[src/rtl/idmem_arbiter.sv]
// Round-robin arbiter sharing one instruction/data memory between the cpu and the loader,
// with a loader lock mode. Optional lock timeout when MEMARB_LOCK_TIMEOUT_EN is defined.
module idmem_arbiter #(
   parameter int ADDR_W   = 8,
   parameter int DATA_W   = 32,
   parameter int LOCK_MAX = 16
) (
   input  logic              clk,
   input  logic              reset,
   input  logic              cpu_req,
   input  logic              cpu_we,
   input  logic [31:0]       cpu_addr,
   input  logic [DATA_W-1:0] cpu_wdata,
   output logic              cpu_gnt,
   output logic              cpu_rvalid,
   output logic [DATA_W-1:0] cpu_rdata,
   input  logic              ld_req,
   input  logic              ld_we,
   input  logic              ld_lock,
   input  logic [31:0]       ld_addr,
   input  logic [DATA_W-1:0] ld_wdata,
   output logic              ld_gnt,
   output logic              ld_rvalid,
   output logic [DATA_W-1:0] ld_rdata,
   output logic              mem_en,
   output logic              mem_we,
   output logic [ADDR_W-1:0] mem_addr,
   output logic [DATA_W-1:0] mem_wdata,
   input  logic [DATA_W-1:0] mem_rdata
);

   typedef enum logic {ARB, LOCK} state_t;
   typedef enum logic [1:0] {OWN_NONE, OWN_CPU, OWN_LD} owner_t;

   state_t state, state_nxt;
   logic   prio, prio_nxt;
   owner_t rd_owner;

`ifdef MEMARB_LOCK_TIMEOUT_EN
   localparam int CNT_W = $clog2(LOCK_MAX + 1);
   logic [CNT_W-1:0] lock_cnt, lock_cnt_nxt;
   logic             timeout;

   assign timeout = (state == LOCK) && (lock_cnt == CNT_W'(LOCK_MAX)) && cpu_req;
`else
   logic unused_lock_max;
   assign unused_lock_max = (LOCK_MAX > 0);
`endif

   // NOTE: every output of this block gets a default first, so no path can infer a latch.
   always_comb begin
      cpu_gnt   = 1'b0;
      ld_gnt    = 1'b0;
      state_nxt = state;
      prio_nxt  = prio;
`ifdef MEMARB_LOCK_TIMEOUT_EN
      lock_cnt_nxt = lock_cnt;
`endif
      if (!reset) begin
         case (state)
            ARB: begin
               if (cpu_req && ld_req) begin
                  // prio=0 lets the cpu win; the loser wins the next tie.
                  cpu_gnt  = !prio;
                  ld_gnt   = prio;
                  prio_nxt = !prio;
               end else begin
                  cpu_gnt = cpu_req;
                  ld_gnt  = ld_req;
               end
               if (ld_gnt && ld_lock) state_nxt = LOCK;
`ifdef MEMARB_LOCK_TIMEOUT_EN
               lock_cnt_nxt = '0;
`endif
            end
            LOCK: begin
               ld_gnt = ld_req;
`ifdef MEMARB_LOCK_TIMEOUT_EN
               if (timeout) begin
                  cpu_gnt      = 1'b1;
                  ld_gnt       = 1'b0;
                  lock_cnt_nxt = '0;
               end else if (lock_cnt != CNT_W'(LOCK_MAX)) begin
                  lock_cnt_nxt = lock_cnt + 1'b1;
               end
`endif
               if (!ld_lock) begin
                  state_nxt = ARB;
`ifdef MEMARB_LOCK_TIMEOUT_EN
                  lock_cnt_nxt = '0;
`endif
               end
            end
            default: state_nxt = ARB;
         endcase
      end
   end

   // NOTE: state registers use non-blocking assignments so every flop samples pre-edge values.
   always_ff @(posedge clk) begin
      if (reset) begin
         state    <= ARB;
         prio     <= 1'b0;
         rd_owner <= OWN_NONE;
`ifdef MEMARB_LOCK_TIMEOUT_EN
         lock_cnt <= '0;
`endif
      end else begin
         state <= state_nxt;
         prio  <= prio_nxt;
`ifdef MEMARB_LOCK_TIMEOUT_EN
         lock_cnt <= lock_cnt_nxt;
`endif
         if (cpu_gnt && !cpu_we)     rd_owner <= OWN_CPU;
         else if (ld_gnt && !ld_we)  rd_owner <= OWN_LD;
         else                        rd_owner <= OWN_NONE;
      end
   end

   // A reset landing in the return cycle suppresses the pending rvalid.
   assign cpu_rvalid = (rd_owner == OWN_CPU) && !reset;
   assign ld_rvalid  = (rd_owner == OWN_LD) && !reset;
   assign cpu_rdata  = mem_rdata;
   assign ld_rdata   = mem_rdata;

   assign mem_en    = cpu_gnt || ld_gnt;
   assign mem_we    = ld_gnt ? ld_we : (cpu_gnt && cpu_we);
   assign mem_addr  = ld_gnt ? ld_addr[ADDR_W+1:2] : cpu_addr[ADDR_W+1:2];
   assign mem_wdata = ld_gnt ? ld_wdata : cpu_wdata;

   logic unused_addr_bits;
   assign unused_addr_bits = ^{cpu_addr[31:ADDR_W+2], cpu_addr[1:0],
                               ld_addr[31:ADDR_W+2], ld_addr[1:0]};

endmodule

[config.mk]
export PLATFORM = sky130hd
export DESIGN_NAME = idmem_arbiter
export DESIGN_NICKNAME = d
export VERILOG_FILES = /design/src/rtl/idmem_arbiter.sv
export SDC_FILE = /design/constraint.sdc
export NUM_CORES = 1
export LEC_CHECK = 0
export CAP_MARGIN = 20
export CORE_AREA = 4 4 104 106
export DETAILED_ROUTE_END_ITERATION = 16
export DIE_AREA = 0 0 108 110
export PLACE_DENSITY = 0.63
export SYNTH_ARGS = -nofsm -noshare
export SYNTH_HDL_FRONTEND = slang
export SYNTH_SLANG_ARGS = --single-unit
export TNS_END_PERCENT = 10
[constraint.sdc]
create_clock -name clk -period 1.45 [get_ports clk]
set_input_delay 0.2175 -clock clk [delete_from_list [all_inputs] [get_ports clk]]
set_output_delay 0.2175 -clock clk [all_outputs]
set_load 0.005 [all_outputs]
* Yosys cells after proc, flatten, opt, wreduce, memory -nomap -nowiden
Cells that the tools add are included.
Widths: inputs -> output; s select.
** Operators by class
- Eq/ne operators :: 2
- Multiplexer cells :: 16
- Bitwise gates (word level) :: 1
- Reductions and logical operators :: 14
** Operators by type and width (number)
- $mux 32 :: 1
- $mux 1 :: 11
- $mux 8 :: 1
- $logic_and 1x1->1 :: 7
- $logic_not 1->1 :: 4
- $pmux 1 s2 :: 2
- $eq 2x1->1 const B :: 1
- $eq 2x2->1 const B :: 1
- $mux 2 :: 1
- $reduce_and 2->1 :: 1
- $reduce_or 2->1 :: 1
- $logic_or 1x1->1 :: 1
- $not 1->1 :: 1
** Storage, ports and cells
- Register bits :: 4
- Bits of input ports :: 167
- Output and inout bits :: 110
- Logic and storage cells :: 37

* Depth between registers and ports, before layout
- Depth in word-level cells :: 9
- Gate-level depth with buffers :: 5
- Mapped depth without buffers :: 4

* Worst setup path after synthesis
OpenSTA, ideal clock, no wires.
- Path kind :: reg-to-output
- From :: register state
- To :: output port mem_wdata[21]
- Arrival :: 1165 ps
- Required time :: 1233 ps
- Setup slack :: 68 ps
- Cell stages (with the launch flop) :: 5
- Buffers on the path :: 1
- Path through :: dfxtp_1 > nand2b_4 > o21ai_4 > buf_6 > mux2_2
** On the way
- Longest elaborated chain between the ends :: 4
** RTL lines
- from (decl) :: line 35 : state_t state, state_nxt;
- from (signal assigned) :: line 109 : state <= state_nxt;
- $not 1->1
- $pmux 1 s2 * :: line 60 : case (state)
- $mux 1 * :: line 59 : if (!reset) begin
- $mux 32 * :: line 129 : assign mem_wdata = ld_gnt ? ld_wdata : cpu_wdata;
- to (decl) :: line 28 : output logic [DATA_W-1:0] mem_wdata,
Every way passes the cells marked *; elsewhere a longest branch is shown, timed or not.

* Final worst setup path
- From :: register state
- To :: output port mem_wdata[15]
Same word-level chain as after synthesis.

==> metrics <==
Layout Cell Area excl Fill=2460 sq um; initial antenna violation count=0; detailed-route via count=1,183; Fin Hold WS=0.435 ns; Worst Path Arrival=1.63 ns; I/O Pins=277; dpl ws=-0.893 ns; router iterations before antenna repair=2; Syn Nets=297; P_sw=250 uW; Root Buffer=clkbuf_8; DRT antenna net count=0; post-route insts no fill=347; WP data required=1.23 ns; H-tree Lvls=1; Mapped Area=1230 sq um; most frequent cells in the layout=83 x clkdlybuf4s50_1, 37 x mux2_4, 25 x clkbuf_2; share of cells above drive strength 1=50.9%; cell count after synthesis=130; DIE WIDTH=108 um; Gate power share=66.7%; post-layout min period=1.84 ns; dpl cells=337; die height=110 um; dpl cell area=2290 sq um; CTS tree=built; post-synth top area share=39.1%; RSZ-0062 raised after global routing=true; clock skew=0.00191 ns; sequential area share after synthesis=6.51%; failing checks=setup timing; Internal Pwr Total=806 uW; Layout Nets=383; Least-Margin Pin Slew=0.199 ns; die area=11,900 sq um; Worst-Skew Late Latency=0.21 ns; area delta synth->final=100%; Clk pin slew, worst setup/hold paths=0.03 ns; Post-Syn Area per Cell=9.46 sq um; final hold vios=0; Unique masters post-synth=20; Pleak=0.00117 uW; clock sinks=4; Max-Cap Viols=0; GP Congestion=0.659; Slew Viols, Final=0; YS warnings=0; VDD IR max=0.169 mV; clk buf depth=2; Clock power frac=21.8%; Slew headroom=86.7%; Starting Density=12.6%; Worst Hold Class=in -> out; Worst setup EP type=primary output; status=complete, but fails checks; Detailed Route Iter0 Violations=25; ranking of synthesized cells by area=buf_4 39%, mux2_2 24%, mux2_4 12%, dfxtp_1 6.5%, buf_6 3.7%; Yosys reg bits=4; n_diodes=0; first-pass GRT wire length=6.18 mm; largest net degree at the start of global routing=13; Cell Pwr Density=429 nW/um^2; DR DRC count=0; reg2reg setup slack=0.39 ns; Seq pwr share=11.5%; FP Rows=36; vias in the first global route=1,315; fmax=542 MHz; IO Port Bufs=132; switch share=23.7%; DR WL/cell=13.4 um; final wirelength=4.66 mm; Final period util=127%; Final setup viols=43; Total GRT Usage=6.65%; power after layout=1060 uW; vias per std cell=3.41; global route overflow=0; core area=9770 sq um; WS Path Type=reg -> out; most common cell after layout, fill and taps aside=clkdlybuf4s50_1; total CTS buffers=3; CP startpoint kind=register; worst setup margin=-0.394 ns; DP Wirelength=3.65 mm; hold buffers post-CTS=0; biggest area consumer among synthesized cells=buf_4; Worst Path Max Fanout=6
-- power by group through the flow --
stage          registers, uW  logic, uW  clock network [uW]
2_1_floorplan            123        332                   0
3_3_place_gp             122        651                   0
5_1_grt                  122        754                 243
4_1_cts                  121        687                 237
6_report                 121        705                 230
3_5_place_dp             123        659                   0
-- through the flow --
step,utilization [%],TNS [ns]
floorplan,-,0
global placement,23.5,-35.42
detailed placement,23.5,-37.56
CTS,25.2,-18.13
global route,25.2,-15.41
finish,25.2,-12.92
-- flip-flops by register name, indices dropped and copies added, names as in the netlist --
register / flops
prio: 1
state: 1
rd_owner: 2
-- cell families after synthesis --
group / count (synthesis) / share of synthesized area (%)
xor+xnor: 1 / 0.712
buf+inv: 70 / 43.3
flops: 4 / 6.51
compound gates: 5 / 3.46
mux: 40 / 39.7
simple gates: 10 / 6.31
-- layout make-up --
type / count / area, sq um
timing repair buffer: 149 / 1440
multi-input combinational: 56 / 723
inverter: 2 / 7.51
fill: 1072 / 7310
sequential: 4 / 81.3
clock buffer: 3 / 41.3
tap: 133 / 166
-- synth_stat cells --
cell and number:
buf_4 64, mux2_2 26, mux2_4 10, buf_6 4, dfxtp_1 4, mux2_1 4
nor3b_1 3, a21oi_1 2, nor2_1 2, a211oi_1 1, a22o_1 1, inv_1 1
inv_2 1, nand2b_1 1, nand2b_4 1, nand3b_1 1, nor2b_1 1, nor2b_4 1
o21ai_4 1, xor2_1 1
-- critical path, stage by stage (launching register included) --
cell,delay [ns]
dfxtp_2,0.31
nand2b_4,0.14
o21ai_4,0.17
buf_12,0.15
clkbuf_16,0.14
buf_6,0.09
mux2_4,0.29
buf_6,0.12
-- final timing paths --
check | endpoint | from | cells past startpoint
max | mem_wdata[15] | state$_SDFF_PP0_ | 7
min | cpu_rdata[14] | mem_rdata[14] | 0
max reg2reg | rd_owner[1]$_SDFF_PP0_ | state$_SDFF_PP0_ | 5
min reg2reg | state$_SDFF_PP0_ | state$_SDFF_PP0_ | 3
-- layer usage --
metal	GRT usage (%)	vias up	wire [um]
met4	2.16	0	78
met5	0	-	0
met3	3.26	10	665
li1	-	543	-
met2	12.6	104	2430
met1	6.28	526	1480
-- timing repair --
action,CTS,global route
resized for setup,147,55
pin swaps,2,2
setup buffers,3,1
endpoints found under the setup margin,46,44
gates cloned,3,1
(Power assumes the default switching activity.)
==> edit, RTL diff (same settings) <==
Set the parameter `ADDR_W` to 10 (it was 8).
--- a/src/rtl/idmem_arbiter.sv
+++ b/src/rtl/idmem_arbiter.sv
@@ -2,5 +2,5 @@
 // with a loader lock mode. Optional lock timeout when MEMARB_LOCK_TIMEOUT_EN is defined.
 module idmem_arbiter #(
-   parameter int ADDR_W   = 8,
+   parameter int ADDR_W   = 10,
    parameter int DATA_W   = 32,
    parameter int LOCK_MAX = 16
Interface: changed (resized mem_addr); port bits go from 277 to 279. No check against the original RTL was run, so the function may have changed too.
==> edit against the unedited design <==
  * Sequential cell count stayed put
  * Sequential share of layout area shrank 0.077 points
  * Total power increased by 1.7%
  * Clock power is essentially flat
  * Area after synthesis decreased by 3.2%
  * Fmax down 2.6%
  * Worst setup slack lost 0.049 ns
  * Routed wire length is 7.3% higher
  * Design area up 2.4%
  * The run still ends with negative setup slack left
  * Die area unchanged
  * Utilization up 0.60 points
  * Clock skew up 0.00078 ns
==> edit: results (changes against the unedited design) <==
* Half-perimeter wire length after placement at 3.83 mm (was 3.65 mm)
* WL met3 at 798 um (was 665 um)
* Port Buffers at 138 (was 132)
* Syn Nets at 299 (was 297)
* Average routed wire per standard cell at 14.0 um (was 13.4 um)
* Wire length of the first global-routing pass at 6.56 mm (was 6.18 mm)
* Layout Nets at 392 (was 383)
* Biggest area contributors in the synthesized netlist: buf_4 (42%), mux2_2 (39%), dfxtp_1 (6.7%) (was buf_4 (39%), mux2_2 (24%), mux2_4 (12%))
* VDD IR max at 0.190 mV (was 0.169 mV)
* Top cell types by occurrence after synthesis: buf_4 (67), mux2_2 (41), dfxtp_1 (4) (was buf_4 (64), mux2_2 (26), mux2_4 (10))
* Wire length on met2 at 2.60 mm (was 2.43 mm)
* Reported leakage power at 0.00118 uW (was 0.00117 uW)
* Layout cells sized above 1 at 51.1% (was 50.9%)
* Fmax at 528 MHz (was 542 MHz)
* Final RePlAce weighted congestion at 0.678 (was 0.659)
* Failing checks: negative setup slack (unchanged)
* Sequential-to-total area share from yosys stat at 6.72% (was 6.51%)
* Worst clock skew on the final layout at 0.00269 ns (was 0.00191 ns)
* Final setup slack of the worst path at -0.443 ns (was -0.394 ns)
* Number of global-route vias before repair at 1,375 (was 1,315)
* Endpoints failing setup at 44 (was 43)
* Vias at 1,242 (was 1,183)
* Status: finished with violations (unchanged)
* Iteration-0 DRC count of the detailed router at 18 (was 25)
* GRT Total Usage at 6.97% (was 6.65%)
* Data arrival time of the critical path at 1.68 ns (was 1.63 ns)
* Transition time at the pin with the least slew margin at 0.171 ns (was 0.199 ns)
edit: cell count changes in the layout (fill, tap and decap cells not counted), moves of 3 or more:
cell,unedited run,this run
mux2_2,2,8
clkbuf_2,25,20
clkdlybuf4s50_1,83,87
mux2_4,37,34
buf_2,2,10
edit: what timing repair did:
item,CTS,global route
gates resized for setup,168,57
cloned,3,0
setup endpoints to repair,48,46
pin swaps,2,1
buffers inserted,6,0
edit: metrics by stage:
step	setup TNS (ns)	instances	setup slack, ns	instance area [um^2]
CTS	-17.69	356	-0.446	2460
global route	-17.56	356	-0.509	2520
detailed placement	-37.83	345	-0.888	2320
finish	-15.27	356	-0.443	2520
global placement	-37.21	345	-0.885	2320
floorplan	0	132	0.00276	1210
edit: logic make-up (layout without fill, tap and decap cells):
logic type	count (synthesis)	count (layout)	synth area share (%)
compound gates	5	5	3.57
buf+inv	70	161	43.8
xor+xnor	1	1	0.735
mux	42	42	39.7
simple gates	10	10	5.46
flops	4	4	6.72
edit: routing by layer:
| layer | vias up | global-route usage (%) |
|---|---|---|
| li1 | 563 | - |
| met1 | 550 | 5.68 |
| met2 | 108 | 14.7 |
| met3 | 21 | 2.80 |
| met4 | 0 | 2.52 |
| met5 | - | 0 |
edit: power by group:
part | switching [uW] | internal [uW]
combinational | 199 | 524
sequential | 4.07 | 117
clock | 53.5 | 177
total | 256 | 818
edit: layout make-up:
type                            count  area [um^2]
Sequential cell                     4         81.3
Timing Repair Buffer              156         1490
Inverter                            2         7.51
Tap cell                          133          166
Clock buffer                        3         41.3
Multi-Input combinational cell     58          734
Fill cell                        1091         7260
edit: final timing paths:
kind	from	end	slack [ns]
hold reg to reg	state	state	0.64
hold / removal	mem_rdata[14]	cpu_rdata[14]	0.44
setup / recovery	state	mem_addr[2]	-0.44
setup reg to reg	state	rd_owner[1]	0.38
edit: worst max-delay path: stages (launching register included):
cell	delay, ns
dfxtp_2	0.31
nand2b_4	0.15
o21ai_4	0.17
buf_12	0.14
buf_8	0.12
buf_16	0.13
mux2_2	0.32
buf_2	0.12
